### src/rtl/decode_pkg.sv
// Decode stage shared types: FSM state, default field widths and offsets.
package decode_pkg;

  typedef enum logic {
    S_OP  = 1'b0,
    S_IMM = 1'b1
  } dec_state_t;

  localparam int DEF_WIDTH    = 16;
  localparam int DEF_OPCODE_W = 5;
  localparam int DEF_RA_W     = 3;

  localparam logic [1:0] DEF_IMM_CLASS = 2'b10;

  localparam int DEF_OP_LSB  = DEF_WIDTH - DEF_OPCODE_W;
  localparam int DEF_RS1_LSB = DEF_OP_LSB - DEF_RA_W;
  localparam int DEF_RS2_LSB = DEF_RS1_LSB - DEF_RA_W;
  localparam int DEF_RD_LSB  = DEF_RS2_LSB - DEF_RA_W;

endpackage

### src/rtl/decode_stage_instr_field_split.sv
// Combinational instruction field splitter, shared with the hazard unit.
module instr_field_split
  import decode_pkg::*;
#(
  parameter int         WIDTH     = DEF_WIDTH,
  parameter int         OPCODE_W  = DEF_OPCODE_W,
  parameter int         RA_W      = DEF_RA_W,
  parameter logic [1:0] IMM_CLASS = DEF_IMM_CLASS
) (
  input  logic [WIDTH-1:0]    instr,
  output logic [OPCODE_W-1:0] opcode,
  output logic [RA_W-1:0]     rs1,
  output logic [RA_W-1:0]     rs2,
  output logic [RA_W-1:0]     rd,
  output logic                is_two_word
);

  localparam int OP_LSB  = WIDTH - OPCODE_W;
  localparam int RS1_LSB = OP_LSB - RA_W;
  localparam int RS2_LSB = RS1_LSB - RA_W;
  localparam int RD_LSB  = RS2_LSB - RA_W;

  // Shift-then-truncate keeps the ignored low bits out of the netlist.
  assign opcode = OPCODE_W'(instr >> OP_LSB);
  assign rs1    = RA_W'(instr >> RS1_LSB);
  assign rs2    = RA_W'(instr >> RS2_LSB);
  assign rd     = RA_W'(instr >> RD_LSB);

  assign is_two_word = (opcode[OPCODE_W-1 -: 2] == IMM_CLASS);

endmodule

### src/rtl/decode_stage.sv
// Instruction decode stage: field split, two-word immediate collection,
// registered output bundle with valid/ready on both sides and flush.
module decode_stage
  import decode_pkg::*;
#(
  parameter int         WIDTH     = DEF_WIDTH,
  parameter int         OPCODE_W  = DEF_OPCODE_W,
  parameter int         RA_W      = DEF_RA_W,
  parameter logic [1:0] IMM_CLASS = DEF_IMM_CLASS
) (
  input  logic                clk,
  input  logic                rst,
  input  logic                in_valid,
  output logic                in_ready,
  input  logic [WIDTH-1:0]    instr,
  input  logic                flush,
  output logic                out_valid,
  input  logic                out_ready,
  output logic [OPCODE_W-1:0] opcode,
  output logic [RA_W-1:0]     rs1,
  output logic [RA_W-1:0]     rs2,
  output logic [RA_W-1:0]     rd,
  output logic                has_imm,
  output logic [WIDTH-1:0]    imm
);

  dec_state_t r_state, w_state_nxt;

  logic                r_out_valid;
  logic [OPCODE_W-1:0] r_opcode, r_pend_opcode;
  logic [RA_W-1:0]     r_rs1, r_rs2, r_rd;
  logic [RA_W-1:0]     r_pend_rs1, r_pend_rs2, r_pend_rd;
  logic                r_has_imm;
  logic [WIDTH-1:0]    r_imm;

  logic [OPCODE_W-1:0] w_opcode;
  logic [RA_W-1:0]     w_rs1, w_rs2, w_rd;
  logic                w_two;
  logic                w_accept, w_xfer;

  instr_field_split #(
    .WIDTH    (WIDTH),
    .OPCODE_W (OPCODE_W),
    .RA_W     (RA_W),
    .IMM_CLASS(IMM_CLASS)
  ) u_split (
    .instr      (instr),
    .opcode     (w_opcode),
    .rs1        (w_rs1),
    .rs2        (w_rs2),
    .rd         (w_rd),
    .is_two_word(w_two)
  );

  assign in_ready = !flush && (!r_out_valid || out_ready);
  assign w_accept = in_valid && in_ready;
  assign w_xfer   = r_out_valid && out_ready;

  always_comb begin
    w_state_nxt = r_state;
    if (flush) begin
      w_state_nxt = S_OP;
    end else if (w_accept) begin
      unique case (r_state)
        S_OP:  w_state_nxt = w_two ? S_IMM : S_OP;
        S_IMM: w_state_nxt = S_OP;
        default: w_state_nxt = S_OP;
      endcase
    end
  end

  always_ff @(posedge clk) begin
    if (rst) begin
      r_state       <= S_OP;
      r_out_valid   <= 1'b0;
      r_opcode      <= '0;
      r_rs1         <= '0;
      r_rs2         <= '0;
      r_rd          <= '0;
      r_has_imm     <= 1'b0;
      r_imm         <= '0;
      r_pend_opcode <= '0;
      r_pend_rs1    <= '0;
      r_pend_rs2    <= '0;
      r_pend_rd     <= '0;
    end else begin
      r_state <= w_state_nxt;
      if (flush) begin
        r_out_valid   <= 1'b0;
        r_pend_opcode <= '0;
        r_pend_rs1    <= '0;
        r_pend_rs2    <= '0;
        r_pend_rd     <= '0;
      end else if (w_accept && r_state == S_IMM) begin
        r_opcode    <= r_pend_opcode;
        r_rs1       <= r_pend_rs1;
        r_rs2       <= r_pend_rs2;
        r_rd        <= r_pend_rd;
        r_has_imm   <= 1'b1;
        r_imm       <= instr;
        r_out_valid <= 1'b1;
      end else if (w_accept && w_two) begin
        r_pend_opcode <= w_opcode;
        r_pend_rs1    <= w_rs1;
        r_pend_rs2    <= w_rs2;
        r_pend_rd     <= w_rd;
        // Accept implies any held bundle is leaving this cycle.
        if (w_xfer) r_out_valid <= 1'b0;
      end else if (w_accept) begin
        r_opcode    <= w_opcode;
        r_rs1       <= w_rs1;
        r_rs2       <= w_rs2;
        r_rd        <= w_rd;
        r_has_imm   <= 1'b0;
        r_imm       <= '0;
        r_out_valid <= 1'b1;
      end else if (w_xfer) begin
        r_out_valid <= 1'b0;
      end
    end
  end

  assign out_valid = r_out_valid;
  assign opcode    = r_opcode;
  assign rs1       = r_rs1;
  assign rs2       = r_rs2;
  assign rd        = r_rd;
  assign has_imm   = r_has_imm;
  assign imm       = r_imm;

endmodule
### config.mk
export PLATFORM = sky130hd
export DESIGN_NAME = decode_stage
export DESIGN_NICKNAME = d
export VERILOG_FILES = /design/src/rtl/decode_pkg.sv /design/src/rtl/decode_stage_instr_field_split.sv /design/src/rtl/decode_stage.sv
export SDC_FILE = /design/constraint.sdc
export NUM_CORES = 1
export LEC_CHECK = 0
export ABC_AREA = 1
export CAP_MARGIN = 0
export CORE_UTILIZATION = 51
export CTS_BUF_LIST = sky130_fd_sc_hd__clkbuf_16
export DETAILED_ROUTE_END_ITERATION = 8
export HOLD_SLACK_MARGIN = 0.15
export PLACE_DENSITY_LB_ADDON = 0.3
export SLEW_MARGIN = 20
export SYNTH_ARGS = -nofsm -noshare
export SYNTH_HDL_FRONTEND = slang
export SYNTH_SLANG_ARGS = --single-unit
export TNS_END_PERCENT = 30
### constraint.sdc
create_clock -name clk -period 2.2 [get_ports clk]
set_clock_uncertainty 0.05 [all_clocks]
set_input_delay 0.22 -clock clk [delete_from_list [all_inputs] [get_ports clk]]
set_output_delay 0.22 -clock clk [all_outputs]
set_load 0.005 [all_outputs]
# ---- Yosys cells after proc, flatten, opt, wreduce, memory -nomap -nowiden
# Index checks and enable logic that the tools add are counted.
# Widths: inputs -> output; s select.
dict set report classes {
  eq_ne 2
  muxes 24
  bitwise_logic 3
  n_reduce_logical 12
}
# operator count
set op_table {}
lappend op_table {{$mux 16} 3}
lappend op_table {{$mux 3} 9}
lappend op_table {{$mux 5} 3}
lappend op_table {{$mux 1} 8}
lappend op_table {{$logic_and 1x1->1} 5}
lappend op_table {{$not 1->1} 3}
lappend op_table {{$reduce_and 3->1} 1}
lappend op_table {{$eq 2x2->1 const B} 1}
lappend op_table {{$logic_not 1->1} 2}
lappend op_table {{$ne 2x2->1 const B} 1}
lappend op_table {{$pmux 1 s2} 1}
lappend op_table {{$reduce_and 2->1} 1}
lappend op_table {{$reduce_bool 2->1} 1}
lappend op_table {{$reduce_or 2->1} 1}
lappend op_table {{$logic_or 1x1->1} 1}
dict set report word_totals {
  register_bits 47
  input_bits 21
  out_inout_bits 33
  elab_cells 53
}

# ---- Logic depth before layout (Yosys ltp)
# Gate-level depths: netlist of run 1.
dict set report depth {
  ltp_word 7
  mapped_depth 9
  depth_no_buf 8
}

# ---- Hierarchy
# Synthesis of run 1 repeated with hierarchy kept, for this count alone.
dict set report hier_totals {
  cells_unflattened 309
  area_unflattened_um2 2192.1
}
# mod n_inst cells_each area_each_um2 seq_area_each_um2
set by_module_without_submodules {}
lappend by_module_without_submodules {decode_stage 1 293 2077.0 940.9}
lappend by_module_without_submodules {instr_field_split 1 16 115.1 0.0}

# ---- Worst setup path before layout of run 1
# No wires, ideal clock.
dict set report synth_path {
  path_kind {register to register}
  from {register r_out_valid (netlist: out_valid)}
  to {register r_pend_opcode[1]}
  setup_time_ns 0.116
  arrival_time_ns 1.063
  required_time_ns 2.034
  setup_slack_ns 0.972
  path_stages_with_launch 8
  n_path_buf 1
  synth_period_minus_slack_ns 1.228
  cell_sequence {dfxtp_1 -> nand2_2 -> nand3_2 -> nor2_4 -> inv_1 -> buf_4 -> nor2_1 -> nor2_1}
}
dict set report synth_via {
  elab_chain_cells 7
}
# item line
set synth_lines {}
lappend synth_lines {{from (decl)} decode_stage.sv:29} ;# logic r_out_valid;
lappend synth_lines {{from (signal assigned)} decode_stage.sv:75} ;# r_out_valid <= 1'b0;
lappend synth_lines {{from (signal assigned)} decode_stage.sv:89} ;# r_out_valid <= 1'b0;
lappend synth_lines {{from (signal assigned)} decode_stage.sv:101} ;# r_out_valid <= 1'b1;
lappend synth_lines {{$logic_not 1->1 *} decode_stage.sv:55} ;# assign in_ready = !flush && (!r_out_valid || out_ready);
lappend synth_lines {{$logic_or 1x1->1 *} decode_stage.sv:55}
lappend synth_lines {{$logic_and 1x1->1 *} decode_stage.sv:55}
lappend synth_lines {{$logic_and 1x1->1 *} decode_stage.sv:56} ;# assign w_accept = in_valid && in_ready;
lappend synth_lines {{$logic_and 1x1->1} decode_stage.sv:94} ;# end else if (w_accept && r_state == S_IMM) begin
lappend synth_lines {{$not 1->1 (no line)} n/a}
lappend synth_lines {{$reduce_and 2->1 (no line) *} n/a}
lappend synth_lines {{to (signal assigned)} decode_stage.sv:103} ;# r_pend_opcode <= w_opcode;
lappend synth_lines {{to (decl)} decode_stage.sv:30} ;# logic [OPCODE_W-1:0] r_opcode, r_pend_opcode;
# Every way passes the cells marked *; elsewhere a longest branch is shown, timed or not.
# A chain may end at the register's enable or synchronous reset.

# ---- Final worst setup path of run 1
dict set report layout_path {
  from {input port out_ready}
  to {output port in_ready}
}
dict set report layout_via {
  elab_chain_cells 2
}
# item line
set layout_lines {}
lappend layout_lines {{from (decl)} decode_stage.sv:18} ;# input logic out_ready,
lappend layout_lines {{$logic_or 1x1->1} decode_stage.sv:55}
lappend layout_lines {{$logic_and 1x1->1} decode_stage.sv:55}
lappend layout_lines {{to (decl)} decode_stage.sv:14} ;# output logic in_ready,
# Every way passes these cells.

==> results of run 1 <==
-- cell type report --
type	instances	area share (%)
repair buffers	61	21.3
clock inverters	3	2.44
flip-flops and latches	47	33.9
well taps	48	2.17
clock buffers	5	4.51
multi-input cells	183	32.3
inverters	25	3.43
-- metrics by stage --
step	hold WS, ns	util, %	instance area [um2]	power (mW)
2_1_floorplan	0.305	-	2010	1.01
3_3_place_gp	0.393	69.5	2580	1.12
3_5_place_dp	0.392	69.5	2580	1.12
4_1_cts	0.402	74.6	2770	2.09
5_1_grt	0.422	74.6	2770	2.16
6_report	0.399	74.6	2770	2.09
-- registers in the layout, summed over array words and instances (netlist names) --
| register | cells |
|---|---|
| imm | 16 |
| out_valid | 1 |
| rs1 | 3 |
| r_pend_opcode | 5 |
| r_state | 1 |
| has_imm | 1 |
| rd | 3 |
| opcode | 5 |
| rs2 | 3 |
| r_pend_rs2 | 3 |
| r_pend_rd | 3 |
| r_pend_rs1 | 3 |
-- worst min path at each step --
stage | from | cells past startpoint | to | slack [ns]
floorplan | instr[12] | 2 | r_pend_opcode[1] | 0.30
global placement | r_pend_opcode[3] | 2 | r_pend_opcode[3] | 0.39
detailed placement | r_pend_opcode[3] | 2 | r_pend_opcode[3] | 0.39
CTS | r_pend_opcode[3] | 2 | r_pend_opcode[3] | 0.40
global route | r_pend_opcode[4] | 2 | r_pend_opcode[4] | 0.42
finish | r_pend_opcode[3] | 2 | r_pend_opcode[3] | 0.40
-- cells in the mapped netlist --
cell and number:
dfxtp_1 47, buf_4 1, buf_6 1, nor2_1 29, o21bai_1 13, nor2_4 2
nand4_4 1, nand3_1 1, buf_2 7, nand2_2 1, inv_1 22, clkbuf_1 7
clkinv_2 1, or2_2 12, inv_2 2, nand3_2 1, nand2_1 57, a21oi_1 33
o21ai_1 1, nor3_1 1, o21ai_0 29, a211oi_1 1, nor2_2 1
-- cells by family (layout without fill, tap and decap cells) --
family,Yosys count,in the layout,synth area share (%)
AOI/OAI and AO/OA,77,77,20.9
buffers and inverters,41,94,8.71
DFF,47,47,46.8
and+or+nand+nor,106,106,23.6
-- worst register-to-register path, stage by stage, from the launching register on --
cell     delay (ns)
dfxtp_1        0.54
nor2_4         0.16
nor2_2         0.54
a21oi_1        0.18
-- power by group through the flow --
stage	sequential (mW)	combinational, mW	clock, mW
2_1_floorplan	0.906	0.104	0
3_3_place_gp	0.907	0.213	0
3_5_place_dp	0.908	0.217	0
4_1_cts	0.889	0.220	0.980
5_1_grt	0.891	0.244	1.02
6_report	0.889	0.221	0.981
-- metal layers --
layer / vias to the layer above / share of wire (%) / GRT usage (%)
li1: 966 / - / -
met1: 926 / 43 / 33.3
met2: 70 / 50 / 45.6
met3: 10 / 5.5 / 5.63
met4: 0 / 1.6 / 12.2
met5: - / 0 / 0
-- cells in the final DEF, fill, tap and decap left out, types with 2 or more instances in the layout --
cell type        count
o21bai_1            13
inv_2                2
nor2_4               2
a21oi_1             33
buf_4                8
nor2_1              29
nand2_1             57
o21ai_0             29
bufinv_16            2
dfxtp_1             47
or2_2               12
clkdlybuf4s50_1     53
inv_1               22
clkbuf_16            5
==> results_dict.tcl, run 1 <==
set metrics [dict create \
    gp_routability_congestion 0.779 \
    clock_sinks 47 \
    cts_root_buffer "clkbuf_16" \
    dp.cells 364 \
    fmax_ghz 0.550 \
    num_antenna_cells 0 \
    hold_violations 0 \
    final.min_clock_period_ns 1.82 \
    synth.cell_area_mm2 0.00201 \
    p_seq_share_pct 42.5 \
    syn2layout_area_growth_pct 38.0 \
    rows 22 \
    cts_tree "done" \
    ant_nets 0 \
    status "completed" \
    cap_viol_max_count 0 \
    r2r_start "r_state" \
    vias 1972 \
    synth_fp_nets 292 \
    coreArea_mm2 0.00372 \
    swShare_pct 21.8 \
    drt_iter0_drc 125 \
    final-instance-count-excl-fill 372 \
    synth_top_area_share_pct 46.8 \
    period_share_pct 82.7 \
    combPwrFrac_pct 10.6 \
    seqCellArea_um2 941 \
    synthTopCellsByArea "dfxtp_1 47%, nand2_1 11%, a21oi_1 8.2%, o21ai_0 7.2%, nor2_1 5.4%" \
    portBuffers 53 \
    multiInputGateArea_um2 895 \
    rsz0062_at_grt "no" \
    routed_wl_um 5310 \
    p_leak_nw 1.17 \
    cts_resized 0 \
    timing.rr.end "rd[1]" \
    grt_max_degree 23 \
    netlist_instances 271 \
    start_util_pct 54.1 \
    critPathSlowestCell "clkdlybuf4s50_1" \
    antenna_found_initial 0 \
    r2r_cells 3 \
    htreeDepth 2 \
    drive_gt1_share_pct 11.4 \
    finalSetupViolCount 0 \
    cp-start-kind "primary input" \
    yosys.area.top_type "dfxtp_1" \
    setup.worst_path.end "in_ready" \
    crit_path_end_kind "primary output" \
    synth_cell_type_count 23 \
    grt-ovfl-total 0 \
    avgSynthCellArea_um2 7.42 \
    fillers 288 \
    worst_pin_slew_ns 0.634 \
    internal-power_mw 1.64 \
    clk_latency_ns 0.29 \
    cp.depth 6 \
    vdd_drop_max_v 0.000566 \
    ys_seq_elements 47 \
    grt_pass1_vias 1850 \
    die-area_mm2 0.00420 \
    die_w_um 64.8 \
    post_cts_buffers 0 \
    hold_buffers 0 \
    grt_first_pass_wirelength_um 8720 \
    p_per_area_mw_per_mm2 754 \
    dp_slack_ns 0.317 \
    hold_path.class "flip-flop to flip-flop" \
    layout.nets 344 \
    relSlewSlack_pct 57.7 \
    worstPathMaxFanout 3 \
    cp.required_ns 1.93 \
    cts_made_buffers 5 \
    clkTransAtPathRegs_ns 0.06 \
    ys_seq_area_share_pct 46.8 \
    die_h_um 64.8 \
    critical_path_buf_inv_count 4 \
    first_pass_iters 4 \
    drc 0 \
    wl_per_cell_um 14.3 \
    ys_warn_count 0 \
    place_hpwl_um 3390 \
    worstSetupPathType "primary input to primary output" \
    io-pin-count 54 \
    grt_usage_pct 27.2 \
    crit_family "buffers and inverters" \
    slowest_delay_ns 0.52 \
    slew_viol_final 0 \
    worstPathArrival_ns 1.55 \
    critPathLaunch "out_ready" \
    ff2ff_setup_slack_ns 0.59 \
    p_clk_share_pct 46.9 \
    worst_slack_ns 0.380 \
    via_per_inst 5.30 \
    p_switching_mw 0.455 \
    crit_path_cell_trace "clkdlybuf4s50_1, inv_1, nand2_2, inv_1, nor2_1, clkdlybuf4s50_1" \
    tns_ns 0 \
    cts.path.max_buffers 2 \
]
Power figures use the tool's default switching activity.
==> inputs of run 2 (changes only) <==
CORE_UTILIZATION = 48   (was 51)
clock period = 1.7 ns   (was 2.2 ns; I/O delays follow)
==> run 2 against run 1 <==
  * Hold slack got worse by 0.0075 ns
  * Cell area rose by 1.3%
  * Cell count up 1.6%
  * Count of clock-buffer cells in the layout stayed put
  * Power rose by 29%
==> results_dict.tcl, run 2 (same netlist as run 1, synthesis figures left out) <==
set metrics [dict create \
    status "completed" \
    via_per_inst 5.20 \
    worstSetupPathType "flip-flop to flip-flop" \
    wl_met1_um 2330 \
    first_pass_iters 4 \
    finalSetupViolCount 0 \
    hold_violations 0 \
    ant_nets 0 \
    antenna_found_initial 0 \
    cts_resized 0 \
    cts_root_buffer "clkbuf_16" \
    htreeDepth 2 \
    rows 23 \
    rsz0062_at_grt "no" \
    dr_wl_met3_um 274 \
    final_cell_mix "57 x nand2_1, 52 x clkdlybuf4s50_1, 47 x dfxtp_1, 33 x a21oi_1" \
    layout_commonest_cell "nand2_1" \
    start_util_pct 50.3 \
    routed_wl_um 5100 \
    place_hpwl_um 3260 \
    hold_path.class "primary input to flip-flop" \
    final_util_pct 70.2 \
    drive_gt1_share_pct 12.5 \
    drt_iter0_drc 106 \
    cts.path.max_buffers 2 \
    layout.nets 348 \
    internal-power_mw 2.12 \
    grt_pass1_vias 1769 \
    combPwrFrac_pct 10.8 \
    wl_met2_um 2380 \
    p_leak_nw 1.20 \
    clk_latency_ns 0.29 \
    p_switching_mw 0.579 \
    post_cts_buffers 0 \
    grt_usage_pct 24.8 \
    period_share_pct 88.9 \
    worst_pin_slew_ns 0.439 \
    fmax_ghz 0.662 \
    vias 1966 \
    final.min_clock_period_ns 1.51 \
    tns_ns 0 \
    wl_per_cell_um 13.5 \
    drc 0 \
    crit_path_end_kind "flip-flop" \
    io-pin-count 54 \
    grt-ovfl-total 0 \
    slew_viol_final 0 \
    power_mw 2.70 \
    num_antenna_cells 0 \
    p_per_area_mw_per_mm2 962 \
    largest_reg_flops 16 \
    worstPathMaxFanout 13 \
    grt_max_degree 24 \
    swShare_pct 21.4 \
    p_clk_share_pct 46.6 \
    clkTransAtPathRegs_ns 0.06 \
    cap_viol_max_count 0 \
    vdd_drop_max_v 0.000739 \
    coreArea_mm2 0.00400 \
    worstPathArrival_ns 1.63 \
    hold_buffers 0 \
    die_w_um 66.7 \
    cp.required_ns 1.82 \
    relSlewSlack_pct 70.7 \
    syn2layout_area_growth_pct 39.7 \
    gp_routability_congestion 0.782 \
    cts_made_buffers 5 \
    grt_first_pass_wirelength_um 8250 \
    maxUsedRoutingLayer "met4" \
    p_seq_share_pct 42.5 \
    clock_sinks 47 \
    die_h_um 66.7 \
    portBuffers 53 \
    cts_tree "done" \
    cp-start-kind "flip-flop" \
    die-area_mm2 0.00445 \
]
[run 2: cell count changes in the layout (fill, tap and decap cells not counted), sizes merged]
cell	previous run	this run
buf	8	12
clkdlybuf4s50	53	52
dlymetal6s2s	0	1
[run 2: routing by layer]
metal,vias up,track usage [%]
met4,0,10.6
met1,915,31.5
met3,11,4.79
li1,970,-
met2,70,40.4
met5,-,0
[run 2: path summary, 6_finish.rpt]
path	startpoint	to	slack, ns	depth (start not counted)
setup / recovery	r_state	r_pend_rd[0]	0.19	6
hold reg to reg	r_pend_opcode[3]	r_pend_opcode[3]	0.41	2
hold / removal	instr[0]	imm[0]	0.39	3
setup reg to reg	r_state	r_pend_rd[0]	0.19	6
[run 2: power groups by stage]
| stage | combinational [mW] | sequential (mW) | clock, mW |
|---|---|---|---|
| 2_1_floorplan | 0.134 | 1.17 | 0 |
| 3_3_place_gp | 0.285 | 1.17 | 0 |
| 3_5_place_dp | 0.289 | 1.17 | 0 |
| 4_1_cts | 0.293 | 1.15 | 1.27 |
| 5_1_grt | 0.321 | 1.15 | 1.31 |
| 6_report | 0.293 | 1.15 | 1.26 |
[run 2: worst max-delay path: stages (launching register included)]
cell and delay (ns):
dfxtp_1 0.41, nor2_4 0.31, inv_2 0.08, nor2_4 0.09, inv_1 0.20, nor2_1 0.18
nor2_1 0.07
[run 2: metrics by stage]
| stage | instances | setup WS (ns) | area (um2) | hold WS [ns] |
|---|---|---|---|---|
| 2_1_floorplan | 271 | 0.472 | 2010 | 0.255 |
| 3_3_place_gp | 370 | -0.0159 | 2610 | 0.395 |
| 3_5_place_dp | 370 | -0.0499 | 2610 | 0.407 |
| 4_1_cts | 378 | 0.0486 | 2810 | 0.389 |
| 5_1_grt | 378 | 0.0843 | 2810 | 0.424 |
| 6_report | 378 | 0.189 | 2810 | 0.391 |
[run 2: layout make-up]
| cell class | instances | area (um2) |
|---|---|---|
| clock buffers | 5 | 125 |
| clock inverters | 3 | 67.6 |
| fillers | 333 | 1190 |
| inverters | 25 | 95.1 |
| multi-input cells | 183 | 895 |
| flip-flops and latches | 47 | 941 |
| well taps | 50 | 62.6 |
| repair buffers | 65 | 623 |
